`src/rtl/hw_accel_edge_stats_if.sv`:
```
// rtl/hw_accel_edge_stats_if.sv - pixel stream and per-frame statistics bundle for hw_accel_edge_stats
interface hw_accel_edge_stats_if #(
  parameter int DATA_WIDTH = 8,
  parameter int IMG_WIDTH  = 10,
  parameter int IMG_HEIGHT = 4
);
  localparam int X_W   = $clog2(IMG_WIDTH);
  localparam int Y_W   = $clog2(IMG_HEIGHT);
  localparam int CNT_W = $clog2(IMG_WIDTH * IMG_HEIGHT + 1);

  logic [DATA_WIDTH-1:0] pixel_in;
  logic                  pixel_in_valid;
  logic                  stats_clear;
  logic [DATA_WIDTH-1:0] pixel_out;
  logic                  pixel_out_valid;
  logic [CNT_W-1:0]      edge_count;
  logic [X_W-1:0]        bbox_x_min;
  logic [X_W-1:0]        bbox_x_max;
  logic [Y_W-1:0]        bbox_y_min;
  logic [Y_W-1:0]        bbox_y_max;
  logic                  bbox_valid;
  logic                  frame_done;
  logic                  stats_ready;
  logic [15:0]           frame_count;

  modport master (
    output pixel_in, pixel_in_valid, stats_clear,
    input  pixel_out, pixel_out_valid, edge_count,
    input  bbox_x_min, bbox_x_max, bbox_y_min, bbox_y_max, bbox_valid,
    input  frame_done, stats_ready, frame_count
  );

  modport slave (
    input  pixel_in, pixel_in_valid, stats_clear,
    output pixel_out, pixel_out_valid, edge_count,
    output bbox_x_min, bbox_x_max, bbox_y_min, bbox_y_max, bbox_valid,
    output frame_done, stats_ready, frame_count
  );
endinterface

```
`src/rtl/hw_accel_edge_stats.sv`:
```
// rtl/hw_accel_edge_stats.sv - Sobel edge-stream pass-through with per-frame edge count, bounding box and frame counter
// Bounding box logic is built only when HW_ACCEL_EDGE_STATS_BBOX_EN is defined; otherwise bbox outputs read 0.
module hw_accel_edge_stats #(
  parameter int DATA_WIDTH = 8,
  parameter int IMG_WIDTH  = 10,
  parameter int IMG_HEIGHT = 4
) (
  input logic                  clk,
  input logic                  rstn,
  hw_accel_edge_stats_if.slave bus
);
  localparam int X_W   = $clog2(IMG_WIDTH);
  localparam int Y_W   = $clog2(IMG_HEIGHT);
  localparam int CNT_W = $clog2(IMG_WIDTH * IMG_HEIGHT + 1);
  localparam logic [X_W-1:0] X_LAST = X_W'(IMG_WIDTH - 1);
  localparam logic [Y_W-1:0] Y_LAST = Y_W'(IMG_HEIGHT - 1);

  logic [X_W-1:0]   x_cnt;
  logic [Y_W-1:0]   y_cnt;
  logic [CNT_W-1:0] acc_cnt;
  logic [CNT_W-1:0] acc_cnt_nxt;
  logic             is_edge;
  logic             is_last;

  always_comb begin
    is_edge     = bus.pixel_in_valid && (bus.pixel_in != '0);
    is_last     = bus.pixel_in_valid && (x_cnt == X_LAST) && (y_cnt == Y_LAST);
    acc_cnt_nxt = acc_cnt + CNT_W'(is_edge);
  end

  always_ff @(posedge clk) begin
    if (!rstn) begin
      x_cnt               <= '0;
      y_cnt               <= '0;
      acc_cnt             <= '0;
      bus.pixel_out       <= '0;
      bus.pixel_out_valid <= 1'b0;
      bus.edge_count      <= '0;
      bus.frame_done      <= 1'b0;
      bus.stats_ready     <= 1'b0;
      bus.frame_count     <= '0;
    end else begin
      bus.pixel_out       <= bus.pixel_in;
      bus.pixel_out_valid <= bus.pixel_in_valid;
      bus.frame_done      <= is_last;

      // Setting covers both the load edge and the pulse cycle, so a clear
      // arriving while frame_done is high cannot drop the fresh result.
      if (is_last || bus.frame_done)
        bus.stats_ready <= 1'b1;
      else if (bus.stats_clear)
        bus.stats_ready <= 1'b0;

      if (bus.pixel_in_valid) begin
        if (x_cnt == X_LAST) begin
          x_cnt <= '0;
          y_cnt <= (y_cnt == Y_LAST) ? '0 : y_cnt + 1'b1;
        end else begin
          x_cnt <= x_cnt + 1'b1;
        end
      end

      if (is_last) begin
        acc_cnt         <= '0;
        bus.edge_count  <= acc_cnt_nxt;
        bus.frame_count <= bus.frame_count + 16'd1;
      end else begin
        acc_cnt <= acc_cnt_nxt;
      end
    end
  end

`ifdef HW_ACCEL_EDGE_STATS_BBOX_EN
  logic [X_W-1:0] acc_xmin, acc_xmax, xmin_nxt, xmax_nxt;
  logic [Y_W-1:0] acc_ymin, acc_ymax, ymin_nxt, ymax_nxt;
  logic           acc_any, any_nxt;

  always_comb begin
    xmin_nxt = acc_xmin;
    xmax_nxt = acc_xmax;
    ymin_nxt = acc_ymin;
    ymax_nxt = acc_ymax;
    any_nxt  = acc_any;
    if (is_edge) begin
      if (x_cnt < acc_xmin) xmin_nxt = x_cnt;
      if (x_cnt > acc_xmax) xmax_nxt = x_cnt;
      if (y_cnt < acc_ymin) ymin_nxt = y_cnt;
      if (y_cnt > acc_ymax) ymax_nxt = y_cnt;
      any_nxt = 1'b1;
    end
  end

  always_ff @(posedge clk) begin
    if (!rstn) begin
      acc_xmin       <= X_LAST;
      acc_xmax       <= '0;
      acc_ymin       <= Y_LAST;
      acc_ymax       <= '0;
      acc_any        <= 1'b0;
      bus.bbox_x_min <= '0;
      bus.bbox_x_max <= '0;
      bus.bbox_y_min <= '0;
      bus.bbox_y_max <= '0;
      bus.bbox_valid <= 1'b0;
    end else if (is_last) begin
      acc_xmin       <= X_LAST;
      acc_xmax       <= '0;
      acc_ymin       <= Y_LAST;
      acc_ymax       <= '0;
      acc_any        <= 1'b0;
      // An edge-free frame reports an all-zero box rather than the init sentinels.
      bus.bbox_x_min <= any_nxt ? xmin_nxt : '0;
      bus.bbox_x_max <= any_nxt ? xmax_nxt : '0;
      bus.bbox_y_min <= any_nxt ? ymin_nxt : '0;
      bus.bbox_y_max <= any_nxt ? ymax_nxt : '0;
      bus.bbox_valid <= any_nxt;
    end else begin
      acc_xmin <= xmin_nxt;
      acc_xmax <= xmax_nxt;
      acc_ymin <= ymin_nxt;
      acc_ymax <= ymax_nxt;
      acc_any  <= any_nxt;
    end
  end
`else
  assign bus.bbox_x_min = '0;
  assign bus.bbox_x_max = '0;
  assign bus.bbox_y_min = '0;
  assign bus.bbox_y_max = '0;
  assign bus.bbox_valid = 1'b0;
`endif

endmodule
```
`src/flat_wrapper.sv`:
```
// flat-port wrapper written by rule: the top's interface ports become plain ports
module hw_accel_edge_stats_flat 
#(
  parameter int DATA_WIDTH = 8,
  parameter int IMG_WIDTH  = 10,
  parameter int IMG_HEIGHT = 4
)
  (clk, rstn, bus_pixel_in, bus_pixel_in_valid, bus_stats_clear, bus_pixel_out, bus_pixel_out_valid, bus_edge_count, bus_bbox_x_min, bus_bbox_x_max, bus_bbox_y_min, bus_bbox_y_max, bus_bbox_valid, bus_frame_done, bus_stats_ready, bus_frame_count);
  hw_accel_edge_stats_if #(.DATA_WIDTH(DATA_WIDTH), .IMG_WIDTH(IMG_WIDTH), .IMG_HEIGHT(IMG_HEIGHT)) bus_i ();
  input logic clk;
  input logic rstn;
  input wire logic [$bits(bus_i.pixel_in)-1:0] bus_pixel_in;
  input wire logic [$bits(bus_i.pixel_in_valid)-1:0] bus_pixel_in_valid;
  input wire logic [$bits(bus_i.stats_clear)-1:0] bus_stats_clear;
  output wire logic [$bits(bus_i.pixel_out)-1:0] bus_pixel_out;
  output wire logic [$bits(bus_i.pixel_out_valid)-1:0] bus_pixel_out_valid;
  output wire logic [$bits(bus_i.edge_count)-1:0] bus_edge_count;
  output wire logic [$bits(bus_i.bbox_x_min)-1:0] bus_bbox_x_min;
  output wire logic [$bits(bus_i.bbox_x_max)-1:0] bus_bbox_x_max;
  output wire logic [$bits(bus_i.bbox_y_min)-1:0] bus_bbox_y_min;
  output wire logic [$bits(bus_i.bbox_y_max)-1:0] bus_bbox_y_max;
  output wire logic [$bits(bus_i.bbox_valid)-1:0] bus_bbox_valid;
  output wire logic [$bits(bus_i.frame_done)-1:0] bus_frame_done;
  output wire logic [$bits(bus_i.stats_ready)-1:0] bus_stats_ready;
  output wire logic [$bits(bus_i.frame_count)-1:0] bus_frame_count;
  assign bus_i.pixel_in = bus_pixel_in;
  assign bus_i.pixel_in_valid = bus_pixel_in_valid;
  assign bus_i.stats_clear = bus_stats_clear;
  assign bus_pixel_out = bus_i.pixel_out;
  assign bus_pixel_out_valid = bus_i.pixel_out_valid;
  assign bus_edge_count = bus_i.edge_count;
  assign bus_bbox_x_min = bus_i.bbox_x_min;
  assign bus_bbox_x_max = bus_i.bbox_x_max;
  assign bus_bbox_y_min = bus_i.bbox_y_min;
  assign bus_bbox_y_max = bus_i.bbox_y_max;
  assign bus_bbox_valid = bus_i.bbox_valid;
  assign bus_frame_done = bus_i.frame_done;
  assign bus_stats_ready = bus_i.stats_ready;
  assign bus_frame_count = bus_i.frame_count;
  hw_accel_edge_stats #(.DATA_WIDTH(DATA_WIDTH), .IMG_WIDTH(IMG_WIDTH), .IMG_HEIGHT(IMG_HEIGHT)) u_core (.clk(clk), .rstn(rstn), .bus(bus_i));
endmodule
```
`config.mk`:
```
export PLATFORM = sky130hd
export DESIGN_NAME = hw_accel_edge_stats_flat
export DESIGN_NICKNAME = d
export VERILOG_FILES = /design/src/rtl/hw_accel_edge_stats_if.sv /design/src/rtl/hw_accel_edge_stats.sv /design/src/flat_wrapper.sv
export SDC_FILE = /design/constraint.sdc
export NUM_CORES = 1
export LEC_CHECK = 0
export ABC_AREA = 1
export CORE_ASPECT_RATIO = 1.2
export CORE_MARGIN = 5
export CORE_UTILIZATION = 43
export DETAILED_ROUTE_END_ITERATION = 8
export HOLD_SLACK_MARGIN = 0.03
export PLACE_DENSITY_LB_ADDON = 0.05
export SLEW_MARGIN = 5
export SYNTH_ARGS = -nofsm -noshare
export SYNTH_HDL_FRONTEND = slang
export SYNTH_SLANG_ARGS = --single-unit
```
`constraint.sdc`:
```
create_clock -name clk -period 2.9 [get_ports clk]
set_input_delay 0.435 -clock clk [delete_from_list [all_inputs] [get_ports clk]]
set_output_delay 0.435 -clock clk [all_outputs]
set_load 0.05 [all_outputs]
```
-- After elaboration in Yosys (flattened, before gate mapping)
Cells that the tools add are included.
- register bits after elaboration: 45
- input bits: 12
- output and inout port bits: 46
- logic and storage cells: 28
- $add $sub $neg: 4
- equal/unequal tests: 2
- multiplexer cells: 4
- bitwise operators: 1
- reduce and logical (&&, ||, !) cells: 8
- operators by type and width (cell ; count):
    $add 16x1->16 const B ; 1
    $reduce_bool 8->1 ; 1
    $add 6x1->6 ; 1
    $add 4x1->4 const B ; 1
    $eq 4x4->1 const B ; 1
    $mux 4 ; 1
    $logic_and 1x1->1 ; 3
    $add 2x1->2 const B ; 1
    $eq 2x2->1 const B ; 1
    $mux 1 ; 2
    $mux 2 ; 1
    $reduce_and 2->1 ; 1
    $reduce_bool 2->1 ; 1
    $reduce_or 2->1 ; 1
    $logic_or 1x1->1 ; 1
    $not 1->1 ; 1

-- Logic depth before layout (Yosys ltp)
Gate-level depths: netlist of the first run.
- word-level depth: 5
- mapped depth: 9
- gate-level depth less buffers: 9

-- Worst setup path before layout of the first run
No wires, ideal clock.
- kind: reg2reg
- start: reg u_core.bus.frame_count[1]
- end: reg u_core.bus.frame_count[14]
- setup time: 0.115 ns
- arrival time: 1.575 ns
- data required time: 2.785 ns
- slack: 1.210 ns
- stages on the path, launching flop included: 9
- path buffers: 0
- clock period less this slack: 1.690 ns
- path through: dfxtp_1 ha_1 nand2_1 nor2_1 nand2_1 nor2_4 nand3_1 nand2_1 nor2_1
- cells in the longest elaborated chain, start to end: 1
- RTL lines (item ; line ; text):
    start: declaration ; hw_accel_edge_stats_if.sv:37 ; output frame_done, stats_ready, frame_count
    start signal: assignment ; hw_accel_edge_stats.sv:66 ; bus.frame_count <= bus.frame_count + 16'd1;
    $add 16x1->16 ; hw_accel_edge_stats.sv:66 ;
Every way passes these cells.
A chain may end at the register's enable or synchronous reset.

-- Final worst setup path of the first run
- start: in bus_pixel_in[2]
- end: reg u_core.bus.edge_count[4]
- cells in the longest elaborated chain, start to end: 3
- RTL lines (item ; line ; text):
    start: declaration ; flat_wrapper.sv:12 ; input wire logic [$bits(bus_i.pixel_in)-1:0] bus_pixel_in;
    $reduce_bool 8->1 ; hw_accel_edge_stats.sv:26 ; is_edge = bus.pixel_in_valid && (bus.pixel_in != '0);
    $logic_and 1x1->1 ; hw_accel_edge_stats.sv:26 ;
    $add 6x1->6 ; hw_accel_edge_stats.sv:28 ; acc_cnt_nxt = acc_cnt + CNT_W'(is_edge);
    end signal: assignment ; hw_accel_edge_stats.sv:65 ; bus.edge_count <= acc_cnt_nxt;
    end: declaration ; hw_accel_edge_stats_if.sv:35 ; output pixel_out, pixel_out_valid, edge_count,
Every way passes these cells.

==> out/metrics.cfg, run 1 <==
[clocking]
insertion_delay_ns=0.30
cts_root_buf=clkbuf_8
h-tree-depth=2
postCtsResizedCells=0
clock_path_buffers=2
numCtsBuffers=5
cts.sinks=45
cts_tree=yes
cts.reportedPaths.clkPinSlew_ns=0.09
post-cts-setup-buffer-count=0
ctsHoldBuffers=0

[setup_path]
max_stage_delay_ns=0.43
cp-startpoint=bus_pixel_in[2]
crit_top_cell=ha_1
r2r_cells=7
crit_chain=clkdlybuf4s50_1 > nor4_1 > a21boi_0 > ha_1 > ha_1 > nand3_1 > xor2_1 > o21ai_1
worstPathRequired_ns=3.09
startpoint_type=primary input
r2r-end=u_core.bus.frame_count[14]$_SDFFE_PN0P_
critPathCapture=u_core.bus.edge_count[4]$_SDFFE_PN0P_
reg2reg_slack_ns=1.41
critPathSlowestCell=clkdlybuf4s50_1
end_kind=flip-flop
rr_startpoint=u_core.x_cnt[0]$_SDFFE_PN0P_
path_class=primary input to flip-flop
cp_max_fo=2
critPathArrivalTime_ns=2.22

[synthesis]
ys_async_sr_fraction_pct=0
syn_area_um2=1953
yosys_warnings=0
yosysUniqueCellTypes=30
ys_seq_elements=45
synth_edf_count=0
ys.flop_type=dfxtp_1
synth_top_area_share_pct=46.12
syn_avg_cell_area_um2=7.600
yosysTopAreaCell=dfxtp_1
postSynthCellCount=257
synthTopCellsByArea=dfxtp_1 (46%), nand2_1 (12%), nor2_1 (6.7%)
seq_area_frac_synth_pct=46.12

[layout]
mostFrequentLayoutCells=nand2_1 (61), dfxtp_1 (45), clkdlybuf4s50_1 (44)
drive_gt1_share_pct=6.557
layout_commonest_cell=nand2_1
nets=320
syn_to_final_growth_pct=27.74
insertedDiodeCount=0

[sta]
drv_slew=0
grt_setup_unrepaired=false
setup_violations=0
maxSlewHeadroom_pct=65.46
finClkSkew_ns=0.006703
tns_ns=0
max_freq_ghz=0.4936
tightest_slew_ns=0.5165
setup_ws_ns=0.8741
final_hold_viol_count=0
fin_crit_sh_pct=69.86
min_period_ns=2.026
hold_ws_ns=0.4790

[power_and_ir_drop]
p_leak_nw=1.073
power.density_nw_per_um2=467.3
ir_drop_uv=309.0

[placed_design]
dpl.hpwl_um=3065
numPortBuffers=44
dp_worst_setup_slack_ns=0.5739
place_congestion=0.7678

[global_routing]
grt_pass1_wl_um=7458
antenna_found_initial=0
globalRouteOverflowTotal=0
grt_max_degree=31
track_usage_pct=15.34
grt_pass1_vias=1627

[run]
drv_cap=0

[floorplanning]
fp.dieW_um=71.53
initial_core_util_pct=45.14
die_area_um2=5996
io_pins=58
design.core.area_um2=4327
die_height_um=83.83
row_count=26

[routing]
ant_nets=0
vias=1664
routed_wl_um=4200
drt_iter0_markers=112
drt-pass1-iter-count=4
drc_errors=0
vias_per_cell=4.609
drt-wirelength-per-cell_um=11.63

[run_status]
status=finished clean

[min_path]
hp-class=flip-flop to flip-flop

-- cell usage after synthesis (2+ instances only) --
| master | number |
|---|---|
| nand2_1 | 61 |
| dfxtp_1 | 45 |
| nor2_1 | 35 |
| inv_1 | 29 |
| nand3_1 | 17 |
| a21oi_1 | 14 |
| buf_4 | 13 |
| o21ai_0 | 5 |
| ha_1 | 4 |
| o21ai_1 | 4 |
| xor2_1 | 4 |
| nor2_4 | 3 |
| buf_2 | 2 |
| inv_2 | 2 |
| nor3_1 | 2 |
| nor4_1 | 2 |
| xnor2_1 | 2 |
-- registers in the layout, summed over array words and instances (netlist names) --
| signal | flops |
|---|---|
| u_core.bus.frame_count | 16 |
| u_core.bus.stats_ready | 1 |
| u_core.bus.edge_count | 6 |
| u_core.acc_cnt | 6 |
| u_core.x_cnt | 4 |
| u_core.bus.pixel_out_valid | 1 |
| u_core.bus.pixel_out | 8 |
| u_core.y_cnt | 2 |
| u_core.bus.frame_done | 1 |
-- final cells by class --
class                           count  area [um2]
Clock buffer                        5       68.82
Multi-Input combinational cell    176       865.8
Fill cell                         418        1832
Timing Repair Buffer               45       447.9
Inverter                           31       116.4
Clock inverter                      3       25.02
Tap cell                           56       70.07
Sequential cell                    45       900.9
-- logic make-up (layout without fill, tap and decap cells) --
kind of cell,after synthesis,count (layout),share of synthesized area (%)
and+or+nand+nor,125,125,28.57
buffers and inverters,48,84,11.85
DFF,45,45,46.12
AOI/OAI and AO/OA,28,28,8.008
xor gates and xnor gates,6,6,2.691
adders and majority gates,4,4,2.563
other,1,13,0.1920
-- per-stage QoR --
stage / util [%] / cell area [um2] / total power [mW] / cells
floorplan: - / 1998 / 0.7527 / 269
global placement: 55.49 / 2401 / 0.7774 / 353
detailed placement: 55.49 / 2401 / 0.7783 / 353
CTS: 57.66 / 2495 / 1.181 / 361
global route: 57.66 / 2495 / 1.223 / 361
finish: 57.66 / 2495 / 1.166 / 361
-- per-layer routing --
metal  GRT usage, %  wire (um)  vias to the layer above  part of all wire [%]
met5              0          0                        -                     0
met4          4.615         28                        0                  0.67
met3          4.578        247                        2                   5.9
met2          25.42       2091                       39                    50
met1          18.88       1832                      746                    44
li1               -          -                      877                     -
-- where the power goes --
| group | total, mW | leakage [nW] | switching [mW] | internal [mW] |
|---|---|---|---|---|
| Clock | 0.402 | 0.0452 | 0.226 | 0.176 |
| Sequential | 0.635 | 0.366 | 0.00573 | 0.629 |
| Combinational | 0.129 | 0.662 | 0.0934 | 0.0358 |
-- worst max-delay path: cells and delay by family --
kind,cells,cell delay (ns)
buffers and inverters,1,0.43
adder cells (fa/ha/maj),2,0.45
AND/OR/NAND/NOR,2,0.44
XOR/XNOR,1,0.18
AO/OA/AOI/OAI,2,0.28
-- how the worst min path moves through the flow --
stage | slack [ns] | from | end | depth (start not counted)
finish | 0.48 | u_core.bus.edge_count[2]$_SDFFE_PN0P_ | u_core.bus.edge_count[2]$_SDFFE_PN0P_ | 2
global route | 0.51 | u_core.bus.edge_count[1]$_SDFFE_PN0P_ | u_core.bus.edge_count[1]$_SDFFE_PN0P_ | 2
CTS | 0.49 | u_core.bus.edge_count[2]$_SDFFE_PN0P_ | u_core.bus.edge_count[2]$_SDFFE_PN0P_ | 2
detailed placement | 0.47 | u_core.bus.edge_count[2]$_SDFFE_PN0P_ | u_core.bus.edge_count[2]$_SDFFE_PN0P_ | 2
global placement | 0.46 | u_core.y_cnt[1]$_SDFFE_PN0N_ | u_core.y_cnt[1]$_SDFFE_PN0N_ | 2
floorplan | 0.44 | u_core.y_cnt[1]$_SDFFE_PN0N_ | u_core.y_cnt[1]$_SDFFE_PN0N_ | 2
No activity file was read; power rests on OpenSTA's default activity.
==> run 2, diff against run 1 <==
==> constraint.sdc (replaced) <==
create_clock -name clk -period 2.05 [get_ports clk]
set_input_delay 0.3075 -clock clk [delete_from_list [all_inputs] [get_ports clk]]
set_output_delay 0.3075 -clock clk [all_outputs]
set_load 0.05 [all_outputs]
==> run 2 against run 1 <==
- sequential power grew 41%
- largest power group unchanged
- combinational power grew 43%
- cell count grew 0.83%
- flip-flop and latch count is the same
- die area is the same
- first-iteration DRC count shrank 49%
- critical endpoint is now bus_frame_count[8]
==> out/metrics.cfg, run 2 (same netlist as run 1, synthesis figures left out) <==
[sta]
fin_crit_sh_pct=90.53
drv_slew=0
final_hold_viol_count=0
grt_setup_unrepaired=false
tightest_slew_ns=0.5252
setup_ws_ns=0.1941
setup_violations=0
tns_ns=0
max_freq_ghz=0.5388
hold_ws_ns=0.4700
maxSlewHeadroom_pct=64.88
min_period_ns=1.856
finClkSkew_ns=0.005985

[setup_path]
cp_num_buf_inv=1
critPathSlowestCell=clkdlybuf4s50_1
crit_chain=clkdlybuf4s50_1
r2r_cells=7
startpoint_type=flip-flop
cpLargestDelayFamily=buffers and inverters
critPathArrivalTime_ns=1.55
worstPathRequired_ns=1.74
reg2reg_slack_ns=0.64
end_kind=output port
r2r-end=u_core.bus.frame_count[14]$_SDFFE_PN0P_
cp_max_fo=5
path_class=flip-flop to output port
rr_startpoint=u_core.x_cnt[0]$_SDFFE_PN0P_
max_stage_delay_ns=0.84

[run_status]
status=finished clean

[clocking]
clock_path_buffers=2
h-tree-depth=2
cts.reportedPaths.clkPinSlew_ns=0.08
postCtsResizedCells=0
insertion_delay_ns=0.29
post-cts-setup-buffer-count=0
cts.sinks=45
cts_root_buf=clkbuf_8
numCtsBuffers=5
ctsHoldBuffers=0
cts_tree=yes

[power_and_ir_drop]
p_leak_nw=1.079
ir_drop_uv=489.0
p_total_mw=1.616
power.density_nw_per_um2=643.7

[routing]
routed_wl_um=3898
drt-pass1-iter-count=4
drc_errors=0
vias_per_cell=4.519
drt_iter0_markers=57
vias=1645
ant_nets=0
drt-wirelength-per-cell_um=10.71

[floorplanning]
fp.dieW_um=71.53
io_pins=58
design.core.area_um2=4327
die_height_um=83.83
die_area_um2=5996
initial_core_util_pct=45.14
row_count=26

[min_path]
hold_start=u_core.y_cnt[1]$_SDFFE_PN0N_
holdPathEnd=u_core.y_cnt[1]$_SDFFE_PN0N_
hp-class=flip-flop to flip-flop
whs_path_depth=2

[layout]
drive_gt1_share_pct=7.143
reg_top3=u_core.bus.frame_count: 16 flops, u_core.bus.pixel_out: 8 flops
mostFrequentLayoutCells=nand2_1 (61), dfxtp_1 (45), clkdlybuf4s50_1 (44)
post-route-util_pct=58.04
multi_input_area_um2=865.8
regArea_um2=900.9
largest_register_ffs=16
layout_commonest_cell=nand2_1
syn_to_final_growth_pct=28.57
regMostFlops=u_core.bus.frame_count
fin_cells=364
nets=323
fin_area_um2=2511
n_fill_cell=419
insertedDiodeCount=0

[global_routing]
grt_pass1_vias=1527
track_usage_pct=13.78
antenna_found_initial=0
grt_max_degree=19
grt_pass1_wl_um=6755
globalRouteOverflowTotal=0

[placed_design]
dp_worst_setup_slack_ns=-0.01978
dpl.hpwl_um=3023
place_congestion=0.7811
numPortBuffers=44
placed_cells=356
placed_cell_area_um2=2424

[run]
drv_cap=0

[run 2: changes by cell type in the layout (fill, tap and decap cells not counted)]
cell	before	now
buf_4	1	4
inv_6	2	0
clkbuf_1	0	1
clkinvlp_4	1	2
[run 2: layer usage]
| metal | vias to the layer above | routed length (um) | global-route usage, % |
|---|---|---|---|
| met4 | 0 | 42 | 3.077 |
| met3 | 4 | 245 | 4.217 |
| li1 | 875 | - | - |
| met1 | 731 | 1813 | 17.16 |
| met5 | - | 0 | 0 |
| met2 | 35 | 1796 | 23.08 |
[run 2: worst max path at each step]
stage                     depth (start not counted)                                 endpoint                                   start
after floorplan                                   8  u_core.bus.frame_count[14]$_SDFFE_PN0P_  u_core.bus.frame_count[1]$_SDFFE_PN0P_
after global placement                            8    u_core.bus.edge_count[4]$_SDFFE_PN0P_                         bus_pixel_in[5]
after detailed placement                          8    u_core.bus.edge_count[4]$_SDFFE_PN0P_                         bus_pixel_in[5]
after CTS                                         1                       bus_frame_count[8]  u_core.bus.frame_count[8]$_SDFFE_PN0P_
after global routing                              1                       bus_frame_count[8]  u_core.bus.frame_count[8]$_SDFFE_PN0P_
final                                             1                       bus_frame_count[8]  u_core.bus.frame_count[8]$_SDFFE_PN0P_
[run 2: power by group]
part           switching [mW]  internal (mW)  leakage, nW
Sequential            0.00723          0.890        0.366
Clock                   0.295          0.240       0.0374
Combinational           0.132         0.0526        0.676
Total                   0.433           1.18         1.08
[run 2: layout make-up]
| cell class | count | area share (%) |
|---|---|---|
| Timing Repair Buffer | 48 | 18.73 |
| Tap cell | 56 | 2.790 |
| Clock buffer | 6 | 2.890 |
| Clock inverter | 2 | 0.5979 |
| Multi-Input combinational cell | 176 | 34.48 |
| Sequential cell | 45 | 35.87 |
| Inverter | 31 | 4.634 |
